**src/rtl/simple_pkg.sv**
```systemverilog
// Shared definitions for the execute->writeback stage.
// Branch condition codes, flag bit positions, skid-queue states.
package simple_pkg;

    localparam logic [2:0] BR_BE  = 3'b000;
    localparam logic [2:0] BR_BLT = 3'b001;
    localparam logic [2:0] BR_BLE = 3'b010;
    localparam logic [2:0] BR_BNE = 3'b011;
    localparam logic [2:0] BR_B   = 3'b111;

    localparam int FLG_S = 3;
    localparam int FLG_Z = 2;
    localparam int FLG_C = 1;
    localparam int FLG_V = 0;

    typedef enum logic [1:0] {
        Q_EMPTY = 2'd0,
        Q_ONE   = 2'd1,
        Q_TWO   = 2'd2
    } q_state_e;

    function automatic logic br_cond_met(
        input logic [2:0] cond,
        input logic [3:0] f
    );
        logic lt;
        lt = f[FLG_S] ^ f[FLG_V];
        case (cond)
            BR_BE:   br_cond_met = f[FLG_Z];
            BR_BLT:  br_cond_met = lt;
            BR_BLE:  br_cond_met = f[FLG_Z] | lt;
            BR_BNE:  br_cond_met = ~f[FLG_Z];
            BR_B:    br_cond_met = 1'b1;
            default: br_cond_met = 1'b0;
        endcase
    endfunction

endpackage

```
**src/rtl/ex_wb_stage_fifo.sv**
```systemverilog
// Two-entry register-file write queue with valid/ready handshake.
// in_ready_o decodes the state register only, so it never sees out_ready_i.
module wb_skid_fifo
    import simple_pkg::*;
#(
    parameter int DW = 16,
    parameter int RW = 3
) (
    input  logic          clk,
    input  logic          rst_n,
    input  logic          push_i,
    input  logic [DW-1:0] res_i,
    input  logic [RW-1:0] rd_i,
    output logic          in_ready_o,
    output logic          out_valid_o,
    input  logic          out_ready_i,
    output logic [DW-1:0] res_o,
    output logic [RW-1:0] rd_o
);

    q_state_e      state_q, state_d;
    logic [DW-1:0] head_res_q, head_res_d;
    logic [RW-1:0] head_rd_q, head_rd_d;
    logic [DW-1:0] tail_res_q, tail_res_d;
    logic [RW-1:0] tail_rd_q, tail_rd_d;
    logic          push;
    logic          pop;

    assign in_ready_o  = (state_q != Q_TWO);
    assign out_valid_o = (state_q != Q_EMPTY);
    assign res_o       = head_res_q;
    assign rd_o        = head_rd_q;
    assign push        = push_i & in_ready_o;
    assign pop         = out_valid_o & out_ready_i;

    // Next-state and entry movement for the queue.
    always_comb begin
        state_d    = state_q;
        head_res_d = head_res_q;
        head_rd_d  = head_rd_q;
        tail_res_d = tail_res_q;
        tail_rd_d  = tail_rd_q;
        case (state_q)
            Q_EMPTY: begin
                if (push) begin
                    head_res_d = res_i;
                    head_rd_d  = rd_i;
                    state_d    = Q_ONE;
                end
            end
            Q_ONE: begin
                if (push && pop) begin
                    head_res_d = res_i;
                    head_rd_d  = rd_i;
                end else if (push) begin
                    tail_res_d = res_i;
                    tail_rd_d  = rd_i;
                    state_d    = Q_TWO;
                end else if (pop) begin
                    state_d    = Q_EMPTY;
                end
            end
            Q_TWO: begin
                if (pop) begin
                    head_res_d = tail_res_q;
                    head_rd_d  = tail_rd_q;
                    state_d    = Q_ONE;
                end
            end
            default: state_d = Q_EMPTY;
        endcase
    end

    // Queue state and entry registers; reset drops any queued beats.
    always_ff @(posedge clk or negedge rst_n) begin
        if (!rst_n) begin
            state_q    <= Q_EMPTY;
            head_res_q <= '0;
            head_rd_q  <= '0;
            tail_res_q <= '0;
            tail_rd_q  <= '0;
        end else begin
            state_q    <= state_d;
            head_res_q <= head_res_d;
            head_rd_q  <= head_rd_d;
            tail_res_q <= tail_res_d;
            tail_rd_q  <= tail_rd_d;
        end
    end

endmodule

```
**src/rtl/ex_wb_stage.sv**
```systemverilog
// Execute->writeback stage: flag register, branch resolver, write queue.
// Optional upstream stall counter enabled by EXWB_STALL_CNT_EN.
module ex_wb_stage
    import simple_pkg::*;
#(
    parameter int DW   = 16,
    parameter int RW   = 3
`ifdef EXWB_STALL_CNT_EN
    ,
    parameter int CNTW = 16
`endif
) (
    input  logic            clk,
    input  logic            rst_n,
    input  logic            in_valid,
    output logic            in_ready,
    input  logic [DW-1:0]   in_res,
    input  logic [3:0]      in_szcv,
    input  logic [RW-1:0]   in_rd,
    input  logic            in_wr_en,
    input  logic            in_set_flags,
    input  logic            in_is_br,
    input  logic [2:0]      in_br_cond,
    input  logic [DW-1:0]   in_br_target,
    output logic            out_valid,
    input  logic            out_ready,
    output logic [DW-1:0]   out_res,
    output logic [RW-1:0]   out_rd,
    output logic [3:0]      flags,
    output logic            br_taken,
    output logic [DW-1:0]   br_target
`ifdef EXWB_STALL_CNT_EN
    ,
    output logic [CNTW-1:0] stall_cnt
`endif
);

    logic          accept;
    logic          take;
    logic [3:0]    flags_q;
    logic          br_taken_q;
    logic [DW-1:0] br_target_q;

    assign accept    = in_valid & in_ready;
    assign take      = accept & in_is_br & br_cond_met(in_br_cond, flags_q);
    assign flags     = flags_q;
    assign br_taken  = br_taken_q;
    assign br_target = br_target_q;

    wb_skid_fifo #(
        .DW (DW),
        .RW (RW)
    ) u_fifo (
        .clk         (clk),
        .rst_n       (rst_n),
        .push_i      (in_valid & in_wr_en),
        .res_i       (in_res),
        .rd_i        (in_rd),
        .in_ready_o  (in_ready),
        .out_valid_o (out_valid),
        .out_ready_i (out_ready),
        .res_o       (out_res),
        .rd_o        (out_rd)
    );

    // Flag register and registered branch outcome; branches see pre-edge flags.
    always_ff @(posedge clk or negedge rst_n) begin
        if (!rst_n) begin
            flags_q     <= '0;
            br_taken_q  <= 1'b0;
            br_target_q <= '0;
        end else begin
            if (accept && in_set_flags) flags_q <= in_szcv;
            br_taken_q <= take;
            if (take) br_target_q <= in_br_target;
        end
    end

`ifdef EXWB_STALL_CNT_EN
    logic [CNTW-1:0] stall_cnt_q;

    assign stall_cnt = stall_cnt_q;

    // Saturating count of cycles where upstream is held off.
    always_ff @(posedge clk or negedge rst_n) begin
        if (!rst_n) begin
            stall_cnt_q <= '0;
        end else if (in_valid && !in_ready && stall_cnt_q != '1) begin
            stall_cnt_q <= stall_cnt_q + CNTW'(1);
        end
    end
`endif

endmodule

```
**config.mk**
```make
export PLATFORM = sky130hd
export DESIGN_NAME = ex_wb_stage
export DESIGN_NICKNAME = d
export VERILOG_FILES = /design/src/rtl/simple_pkg.sv /design/src/rtl/ex_wb_stage_fifo.sv /design/src/rtl/ex_wb_stage.sv
export SDC_FILE = /design/constraint.sdc
export NUM_CORES = 1
export LEC_CHECK = 0
export ABC_AREA = 1
export CORE_MARGIN = 4
export CORE_UTILIZATION = 46
export CTS_CLUSTER_SIZE = 16
export DETAILED_ROUTE_END_ITERATION = 10
export HOLD_SLACK_MARGIN = 0.15
export PLACE_DENSITY = 0.8
export SLEW_MARGIN = 5
export SYNTH_ARGS = -nofsm -noshare
export SYNTH_HDL_FRONTEND = slang
export SYNTH_SLANG_ARGS = --single-unit
export TNS_END_PERCENT = 30
```
**constraint.sdc**
```tcl
create_clock -name clk -period 1.6 [get_ports clk]
set_input_delay 0.32 -clock clk [delete_from_list [all_inputs] [get_ports clk]]
set_output_delay 0.32 -clock clk [all_outputs]
set_load 0.02 [all_outputs]
```
-- After elaboration in Yosys (flattened, before gate mapping)
Cells that the tools add are included.
- bitwise operators: 10
- muxes and demuxes: 15
- reduce and logical (&&, ||, !) cells: 9
- equality and inequality tests: 12
- operator list (operator ; count):
    $mux W16 ; 3
    $pmux W16 S3 ; 1
    $mux W2 ; 5
    $mux W3 ; 3
    $pmux W3 S3 ; 1
    $reduce_and A4 Y1 ; 2
    $and A1 B1 Y1 ; 6
    $eq A3 B2 Y1 const B ; 2
    $ne A2 B1 Y1 const B ; 3
    $pmux W2 S3 ; 1
    $pmux W1 S5 ; 1
    $ne A2 B2 Y1 const B ; 2
    $eq A3 B1 Y1 const B ; 1
    $eq A3 B3 Y1 const B ; 1
    $logic_not A3 Y1 ; 1
    $ne A3 B1 Y1 const B ; 1
    $reduce_and A3 Y1 ; 1
    $reduce_bool A3 Y1 ; 1
    $eq A2 B1 Y1 const B ; 1
    $eq A2 B2 Y1 const B ; 1
    $logic_and A1 B1 Y1 ; 2
    $logic_not A2 Y1 ; 1
    $not A1 Y1 ; 2
    $reduce_bool A2 Y1 ; 1
    2 further kinds ; 2
- output and inout bits: 42
- logic and storage cells: 54
- bits of input ports: 49
- register bits after elaboration: 61

-- Longest topological paths before layout
- depth after elaboration: 6
- depth in mapped cells: 9
- depth with buffers taken out: 8

-- Modules after synthesis
A second synthesis with hierarchy kept.
- cell total of the unflattened synthesis: 342
- area, all modules: 2846.5 um^2
- modules (own cells, without submodules) (module ; instances ; cells an instance ; seq. area each (um^2) ; area each (um^2)):
    wb_skid_fifo ; 1 ; 244 ; 1001.0 ; 1939.4
    ex_wb_stage ; 1 ; 98 ; 525.5 ; 907.1

-- Least setup slack after synthesis
OpenSTA, ideal clock, no wires.
- kind: flip-flop to flip-flop
- start point: register flags_q[3], in the netlist flags[3]
- end point: register br_target_q[0], in the netlist br_target[0]
- buffers on the path: 1
- arrival time: 1.232 ns
- library setup time: 0.117 ns
- period minus slack after synthesis: 1.349 ns
- cell stages (with the launch flop): 10
- setup slack: 0.251 ns
- data required time: 1.483 ns
- cells stage by stage: dfrtp_1 > nand2_1 > nand2_1 > nor2_1 > nand2_1 > nand2_1 > nand2_4 > buf_6 > nand2_1 > nand2_1
- cells in the longest elaborated chain, start to end: 4
- ends and longest elaborated chain (item ; line ; source):
    start: declaration ; ex_wb_stage.sv:40 ; logic [3:0] flags_q;
    start signal: assignment ; ex_wb_stage.sv:73 ; if (accept && in_set_flags) flags_q <= in_szcv;
    $xor A1 B1 Y1 (*) ; simple_pkg.sv:27 ; lt = f[FLG_S] ^ f[FLG_V];
    $or A1 B1 Y1 ; simple_pkg.sv:31 ; BR_BLE: br_cond_met = f[FLG_Z] | lt;
    $pmux W1 S5 (*) ; simple_pkg.sv:28 ; case (cond)
    $and A1 B1 Y1 (*) ; ex_wb_stage.sv:45 ; assign take = accept & in_is_br & br_cond_met(in_br_cond, flags_q);
    end signal: assignment ; ex_wb_stage.sv:75 ; if (take) br_target_q <= in_br_target;
    end: declaration ; ex_wb_stage.sv:42 ; logic [DW-1:0] br_target_q;
Every way passes the cells marked *; elsewhere a longest branch is shown, timed or not.
A chain may end at the register's enable or synchronous reset.

-- Worst setup path after layout
- start point: register u_fifo.state_q[1]
- end point: output port in_ready
- cells in the longest elaborated chain, start to end: 1
- ends and longest elaborated chain (item ; line ; source):
    start: declaration ; ex_wb_stage_fifo.sv:21 ; q_state_e state_q, state_d;
    start signal: assignment ; ex_wb_stage_fifo.sv:83 ; state_q <= state_d;
    $ne A2 B2 Y1 ; ex_wb_stage_fifo.sv:29 ; assign in_ready_o = (state_q != Q_TWO);
    end: declaration ; ex_wb_stage.sv:16 ; output logic in_ready,
Every way passes these cells.

==> results.md <==
- Root Buffer: clkbuf_8
- Pwr per Cell Area: 1740 nW/um2
- Initial Util: 0.488
- Syn Std Cell Area: 2750 um2
- Die width: 85.4 um
- Critical Path Source Type: flop
- Area after DPL: 3810 um2
- Top cells by area, synth: dfrtp_1 55%, nand2_1 16%, nand3_1 7.1%
- Row cnt: 27
- CP Data Required Time: 1280 ps
- PortBufs: 90
- Area leader, netlist: dfrtp_1
- CTS tree: built
- Worst-case clock buffer depth: 2
- Largest net degree at the start of global routing: 62
- Die Area: 7290 um2
- Maxcap violations: 0
- Max VDD drop: 0.779 mV
- Clk Latency, worst-skew pair: 330 ps
- Core area: 5640 um2
- Setup TNS: 0 ps
- CP Class: flop to output port
- Slew HR: 0.786
- GP Congestion: 0.814
- H-tree Lvls: 3
- Hold Fails Final Rpt: 0
- Synth Register Bits: 61
- Total routed wirelength: 6810 um
- Tot GR Track Use: 0.201
- Ant. Diodes: 0
- Vias in the first global route: 2468
- Initial antenna violation count: 0
- Unrepaired setup endpoints after global routing: true
- Mean Syn Cell Area: 8.45 um2
- CP endpoint kind: output port
- Synth Instances: 326
- Synthesized Nets: 375
- Initial DRC Count: 147
- Status: finished clean
- Die Span Y: 85.4 um
- Final Setup Violations: 0
- CP arrival: 1220 ps
- Switch share: 0.359
- CTS Sinks: 61
- Switch Pwr: 0.00253 W
- Netlist cell types: 20
- Yosys top cell area share: 0.554
- Number of synthesized flops with an enable pin: 0
- Flop pwr share: 0.361
- Synth Warn #: 0
- Adder-cell area share of the yosys netlist: 0
- Max-slew violations: 0
- Synth Flop Type: dfrtp_1
- Layout cell share with drive strength beyond 1: 0.129
- Worst Max-Slew Pin Slew: 320 ps
- Routed WL per cell: 13.5 um
- DRT Pass-1 Iters: 4
- Overflow after GRT: 0
- Clock Power Share: 0.262
- Power Internal: 0.00451 W
- # DRC: 0
- Achievable frequency: 0.649 GHz
- Combinational Power Share: 0.377
- Final Skew: 8.40 ps
- Xor/xnor share of the synthesized area: 0
- Seq/Total Area, Yosys: 0.554
- Min Tclk post-route: 1540 ps
- Cts bufs inserted: 9
- Max Fanout on Critical Path: 5
- Final HPWL DP: 4890 um
- Worst Hold Class: flop to flop
- # nets final: 477
- Vias: 2478
- # IOs: 91
- Area Growth Syn to Fin: 46.7%
- Post-Synth Simple-Gate Area: 0.273
- Fin Hold WS: 472 ps
- Final instance area: 4040 um2
- Asr flop ratio synth: 1.00
- Post-route ant nets: 0
- Worst-path clk slew: 60 ps
- Lkg Pwr: 2.13 nW
- Vias/cell: 4.91
- Period utilization: 0.963
- Post-synthesis compound-gate area fraction: 0.0950
- Multiplexer area fraction after synthesis: 0
- Largest family of logic cells by synthesized area: simple AND/OR/NAND/NOR gates
- Global-route wire length before repair: 11500 um
==> synth_stat cells (2+ instances only) <==
| cell | number |
|---|---|
| o21ai_2 | 5 |
| nand2_1 | 119 |
| nand3_1 | 39 |
| nand3_2 | 2 |
| nor2_2 | 2 |
| a21oi_2 | 4 |
| inv_1 | 27 |
| dfrtp_1 | 61 |
| nor2_1 | 8 |
| buf_6 | 4 |
| inv_2 | 3 |
| nor2_4 | 2 |
| clkbuf_1 | 4 |
| buf_2 | 7 |
| o21ai_0 | 34 |
==> state kept, by name, summed over array words and instances (netlist names) <==
signal             count
br_taken               1
br_target             16
flags                  4
u_fifo.rd_o            3
u_fifo.res_o          16
u_fifo.state_q         2
u_fifo.tail_rd_q       3
u_fifo.tail_res_q     16
==> power groups by stage <==
stage               combinational (W)  sequential (W)  clock (W)
floorplan                     0.00110         0.00301          0
global placement              0.00288         0.00256          0
detailed placement            0.00296         0.00258          0
CTS                           0.00269         0.00254    0.00187
global route                  0.00294         0.00262    0.00194
finish                        0.00265         0.00254    0.00184
==> layout by cell type, fill, tap and decap left out, drive strengths merged <==
cell	n
nand2	121
a21oi	4
dlygate4sd3	1
clkdlybuf4s15	1
clkinv	2
buf	17
clkbuf	11
inv	30
o21ai	39
dlygate4sd2	39
nand3	41
nand4	1
clkdlybuf4s50	47
dlymetal6s2s	1
nor2	12
o211ai	1
bufinv	4
dfrtp	61
==> worst paths after layout <==
| check | slack (ps) | start | cells past startpoint | end |
|---|---|---|---|---|
| min in group asynchronous | 540 | rst_n | 3 | flags[0] |
| max in group asynchronous | 800 | rst_n | 3 | br_target[12] |
| min | 470 | br_target[12] | 2 | br_target[12] |
| max | 60 | u_fifo.state_q[1] | 4 | in_ready |
| max reg2reg | 120 | u_fifo.state_q[1] | 9 | br_target[8] |
| min reg2reg | 470 | br_target[12] | 2 | br_target[12] |
==> per-stage QoR <==
stage / power (W) / util / instances / setup slack [ps]
finish: 0.00704 / 0.716 / 505 / 59.6
global route: 0.00750 / 0.716 / 505 / -12.1
CTS: 0.00710 / 0.716 / 505 / 10.8
detailed placement: 0.00554 / 0.675 / 488 / -104
global placement: 0.00544 / 0.675 / 488 / -49.1
floorplan: 0.00410 / - / 326 / 251
==> final cells by class <==
cell class	instances	area, um2
Multi-Input combinational cell	219	1010
Sequential cell	61	1530
Clock buffer	10	138
Fill cell	451	1600
Inverter	30	113
Tap cell	72	90.1
Clock inverter	6	134
Timing Repair Buffer	107	1030
==> worst max-delay path: stages (launching register included) <==
cell and delay [ps]:
dfrtp_1 400, inv_2 120, nor2_4 60, inv_2 60, clkdlybuf4s15_2 250
==> kinds of logic after synthesis <==
kind of cell,after synthesis
buf+inv,46
simple gates,175
flops,61
compound gates,44
==> metal layers <==
layer,up-vias,routed length [um],GRT usage
li1,1236,-,-
met1,1146,3060,0.259
met2,87,3170,0.323
met3,9,479,0.0534
met4,0,106,0.0763
met5,-,0,0
==> repair_timing <==
item / 4_1_cts / 5_1_grt
resized for setup: 43 / 3
hold buffers: 1 / 0
buffers inserted: 0 / 0
setup endpoints to repair: 41 / 3
hold endpoints to repair: 61 / 0
Note: power is estimated with default switching activity, not from simulation.
